## config.mk

```make
export PLATFORM = sky130hd
export DESIGN_NAME = demux4_64b_stream
export DESIGN_NICKNAME = d
export VERILOG_FILES = /design/src/rtl/demux4_64b_stream.sv
export SDC_FILE = /design/constraint.sdc
export NUM_CORES = 1
export LEC_CHECK = 0
export ABC_CLOCK_PERIOD_IN_PS = 3130
export CORE_AREA = 3 3 163 165
export DETAILED_ROUTE_END_ITERATION = 12
export DIE_AREA = 0 0 166 168
export PLACE_DENSITY_LB_ADDON = 0.15
export SETUP_SLACK_MARGIN = 0.1
export SYNTH_ARGS = -nofsm -noshare
export SYNTH_HDL_FRONTEND = slang
export SYNTH_SLANG_ARGS = --single-unit
```

## constraint.sdc

```tcl
create_clock -name clk -period 3.13 [get_ports clk]
set_input_delay 0.626 -clock clk [delete_from_list [all_inputs] [get_ports clk]]
set_output_delay 0.626 -clock clk [all_outputs]
set_load 0.01 [all_outputs]
```

## src/rtl/demux4_64b_stream.sv

```systemverilog
// ---------------------------------------------------------------------------
// demux4_64b_stream
//
// Routes 64-bit beats from one valid/ready upstream source to one of four
// downstream ports. The destination is taken from in_sel on a packet's first
// beat and held until that packet's last beat, so beats of one packet never
// interleave across ports. Each output port owns a one-entry holding register.
//
// Handshake (valid/ready on both sides): a transfer happens on a rising edge
// where valid and ready are both 1. A source must keep its payload stable
// while valid=1 and ready=0. Ready may depend combinationally on the payload
// and does not wait for valid.
//
// Ports
//   clk, reset  : clock; synchronous active-high reset
//   in_data     : upstream beat (DATA_W)
//   in_sel      : destination port, used on a packet's first beat only
//   in_last     : final beat of packet
//   in_valid    : upstream beat present
//   in_ready    : beat accepted this cycle (combinational)
//   out_data    : packed port data, port p at [p*DATA_W +: DATA_W]
//   out_last    : per-port last flag
//   out_valid   : per-port beat present
//   out_ready   : per-port downstream accept
//   busy        : a packet is locked (state IN_PKT); doubles as FSM state view
//   cur_sel     : locked destination, meaningful while busy=1
//   pkt_cnt     : packed per-port completed-packet counters, CNT_W each
// ---------------------------------------------------------------------------
module demux4_64b_stream #(
    parameter int DATA_W = 64,
    parameter int CNT_W  = 16
) (
    input  logic                  clk,
    input  logic                  reset,
    input  logic [DATA_W-1:0]     in_data,
    input  logic [1:0]            in_sel,
    input  logic                  in_last,
    input  logic                  in_valid,
    output logic                  in_ready,
    output logic [4*DATA_W-1:0]   out_data,
    output logic [3:0]            out_last,
    output logic [3:0]            out_valid,
    input  logic [3:0]            out_ready,
    output logic                  busy,
    output logic [1:0]            cur_sel,
    output logic [4*CNT_W-1:0]    pkt_cnt
);

    localparam logic [0:0] S_IDLE   = 1'b0;
    localparam logic [0:0] S_IN_PKT = 1'b1;

    logic [0:0]          r_state;
    logic [1:0]          r_lock_sel;
    logic [4*DATA_W-1:0] r_out_data;
    logic [3:0]          r_out_last;
    logic [3:0]          r_out_valid;
    logic [4*CNT_W-1:0]  r_pkt_cnt;

    logic [1:0]          w_dest;
    logic                w_ready;
    logic                w_accept;

    // Mid-packet the locked port wins; in_sel only matters on a first beat.
    assign w_dest   = (r_state == S_IN_PKT) ? r_lock_sel : in_sel;
    // The destination slot is free if empty or being drained this edge.
    assign w_ready  = ~r_out_valid[w_dest] | out_ready[w_dest];
    assign w_accept = in_valid & w_ready;

    always_ff @(posedge clk) begin
        if (reset) begin
            r_state     <= S_IDLE;
            r_lock_sel  <= 2'd0;
            r_out_data  <= '0;
            r_out_last  <= '0;
            r_out_valid <= '0;
            r_pkt_cnt   <= '0;
        end else begin
            if (w_accept) begin
                case (r_state)
                    S_IDLE: begin
                        // A single-beat packet never enters IN_PKT.
                        if (!in_last) begin
                            r_state    <= S_IN_PKT;
                            r_lock_sel <= in_sel;
                        end
                    end
                    default: begin
                        if (in_last) begin
                            r_state <= S_IDLE;
                        end
                    end
                endcase
            end

            for (int p = 0; p < 4; p++) begin
                if (w_accept && (w_dest == 2'(p))) begin
                    // A load overrides a same-cycle drain: new beat replaces old.
                    r_out_data[p*DATA_W +: DATA_W] <= in_data;
                    r_out_last[p]                  <= in_last;
                    r_out_valid[p]                 <= 1'b1;
                    if (in_last) begin
                        r_pkt_cnt[p*CNT_W +: CNT_W] <= r_pkt_cnt[p*CNT_W +: CNT_W]
                                                       + {{(CNT_W-1){1'b0}}, 1'b1};
                    end
                end else if (r_out_valid[p] && out_ready[p]) begin
                    r_out_valid[p] <= 1'b0;
                end
            end
        end
    end

    assign in_ready  = w_ready;
    assign out_data  = r_out_data;
    assign out_last  = r_out_last;
    assign out_valid = r_out_valid;
    assign busy      = (r_state == S_IN_PKT);
    assign cur_sel   = r_lock_sel;
    assign pkt_cnt   = r_pkt_cnt;

endmodule

```

==> reports/results.ini <==
[status]
status = completed

[power_and_ir_drop]
p_per_area_nw_per_um2 = 546.0
power.internal_mw = 7.460
p_sw_mw = 2.341
vdd_drop_max_uv = 513.2
seqPwrFrac_pct = 45.4
p_leak_nw = 6.101
p_comb_share_pct = 11.1
p_sw_share_pct = 23.88
clock_power_share_pct = 43.5

[cts]
post-cts-setup-buffers = 0
clock_sinks = 331
cts_tree = done
numCtsBuffers = 37
cts-root-buf = clkbuf_16
insertion_delay_ns = 0.51
clk_pin_slew_ns = 0.06
clk_path_buf_depth = 3
htreeDepth = 2

[timing]
min_period_ns = 2.911
slew_headroom_pct = 46.13
fmax_mhz = 343.5
final-setup-viol-count = 0
fin_skew_ns = 0.01434
tns_ns = 0
finalHoldWorstSlack_ns = 0.4523
hold_violations = 0
rsz0062_at_grt = false
max_slew.worst_pin.slew_ns = 0.8080
worst_slack_ns = 0.2191
maxSlewViolCount = 0
fin_crit_sh_pct = 93.00

[die]
io_pins = 406
die_height_um = 168
dieWidth_um = 166
dieArea_sq_um = 27890
start_util_pct = 48.68
core_sq_um = 25180
fp-row-count = 58

[placement]
gp_congestion = 0.8730
port_buffers = 405
dp_hpwl_um = 26920
placed_cells = 2177
dp_slack_ns = 0.2276

[drt]
viasPerCell = 5.261
ant_nets = 0
drt-pass1-iter-count = 5
vias = 11796
wl_per_cell_um = 17.81
drcViolationCount = 0
totalWireLength_um = 39920
initialDrtViolationCount = 805

[layout]
final_cells = 2242
nets = 1964
drive_gt1_share_pct = 5.599
multi_input_area_sq_um = 5181
areaGrowthSynthToFinish_pct = 46.44
ff_latch_area_sq_um = 6628
fillers = 1966
utilization_pct = 71.29

[grt]
grt_overflow = 0
grt_usage_pct = 27.33
first_global_vias = 11447
antenna_found_initial = 1
grt_start_max_net_pins = 122
grt_pass1_wl_um = 62480

[logic_synthesis]
syn-cell-area_sq_um = 12260
postSynthAreaPerCell_sq_um = 8.118
synthArstFlopShare_pct = 0
ys_ff_latch = 331
synth_edf_count = 0
synth.net_count = 1588
synth_ff_type = dfxtp_1
synth_top_area_cell = dfxtp_1
synthTopCellsByArea = dfxtp_1 (54%), nand2_1 (16%), a21oi_1 (11%), xnor2_1 (2.3%), nor2_1 (1.8%)
syn_inst = 1510
synth_top_area_share_pct = 54.06
synth_cell_types = 37
yosysMostFrequentCell = nand2_1
yosys_warnings = 0
synth_common_cells = nand2_1 (538), dfxtp_1 (331), a21oi_1 (273)
yosysSeqAreaShare_pct = 54.06

[worst_setup_path]
crit_fanout = 4
r2r_cells = 6
path_class = in -> out
crit_slowest_cell = mux4_2
cp.required_ns = 2.50
critPathLaunchType = input port
crit_path_cell_trace = clkdlybuf4s50_1 -> nand2b_1 -> mux4_2 -> clkdlybuf4s50_1
arrival_ns = 2.28
end_kind = output port
crit_top_cell = clkdlybuf4s50_1
critPathMaxStageDelay_ns = 0.49
regToRegEndpoint = pkt_cnt[15]$_SDFFE_PP0P_
reg2reg_slack_ns = 0.91
r2r-start = busy$_SDFFE_PP0P_

[flow_run]
maxCapViolCount = 0

[min_path]
worstHoldPathCells = 2
hold_path.class = reg -> reg
hold_start = out_data[58]$_SDFFE_PP0P_
min_to = out_data[58]$_SDFFE_PP0P_

## sequential cells by signal (all words and copies together), names as in the netlist
register and cells:
out_data 256, busy 1, cur_sel 2, pkt_cnt 64
out_last 4, out_valid 4
## worst max-delay path, delay by kind of cell
family | cells | cell delay [ns]
and+or+nand+nor | 1 | 0.26
muxes | 1 | 0.49
buffers and inverters | 2 | 0.90
## per-stage QoR
| stage | area, sq um | total power [mW] |
|---|---|---|
| 2_1_floorplan | 12260 | 4.994 |
| 3_3_place_gp | 16740 | 5.600 |
| 3_5_place_dp | 16740 | 5.619 |
| 4_1_cts | 17950 | 9.870 |
| 5_1_grt | 17950 | 10.13 |
| 6_report | 17950 | 9.801 |
## cell usage in the layout, fill, tap and decap left out, types with 10 or more instances in the layout
master / synthesis / final
buf_12: 0 / 14
nand4_1: 18 / 18
clkdlybuf4s50_1: 0 / 404
dfxtp_1: 331 / 330
nor3_1: 24 / 24
buf_4: 6 / 18
nor2_1: 60 / 60
nand3_1: 27 / 25
xor2_1: 23 / 23
clkbuf_8: 0 / 10
clkbuf_1: 59 / 11
xnor2_1: 32 / 32
inv_1: 11 / 11
nand2_1: 538 / 538
clkbuf_16: 0 / 39
a21oi_1: 273 / 273
## cells by family after synthesis
logic type	Yosys count	share of synthesized area, %
compound gates	279	11.41
xor+xnor	55	3.930
fa+ha+maj	4	0.4083
buf+inv	112	3.899
flops	331	54.06
mux	10	1.204
simple gates	719	25.09
## how the worst max path moves through the flow
stage	depth (start not counted)	end	slack, ns	startpoint
finish	4	in_ready	0.22	out_ready[0]
global placement	4	in_ready	0.23	out_ready[0]
detailed placement	4	in_ready	0.23	out_ready[0]
floorplan	2	in_ready	1.08	in_sel[0]
global route	4	in_ready	0.16	out_ready[0]
CTS	4	in_ready	0.23	out_ready[0]
## cell type report
class                      count  share of cell area (%)
multi-input combinational   1067                   28.86
inverter                      12                  0.2509
timing repair buffer         437                   24.93
sequential                   331                   36.92
clock buffer                  60                   6.433
tap                          330                   2.300
clock inverter                 4                  0.2927
antenna                        1                 0.01394
## metal layers
| metal | part of all wire (%) | GRT usage, % | wire [um] | vias to the layer above |
|---|---|---|---|---|
| met3 | 9.5 | 8.429 | 3808 | 96 |
| met2 | 47 | 45.62 | 18790 | 491 |
| li1 | - | - | - | 5688 |
| met5 | 0 | 0 | 0 | - |
| met4 | 4.4 | 12.08 | 1744 | 0 |
| met1 | 39 | 32.67 | 15580 | 5521 |
## power by group through the flow
stage	sequential, mW	clock [mW]	combinational (mW)
after CTS	4.45	4.33	1.09
after floorplan	4.60	0	0.395
after global routing	4.46	4.50	1.17
final	4.45	4.27	1.09
after detailed placement	4.54	0	1.08
after global placement	4.53	0	1.07
## repair_timing
action / CTS / global route
setup endpoints to repair: 1 / 0
resized for setup: 1 / 0
hold buffers: 0 / 0
No activity file was read; power rests on OpenSTA's default activity.
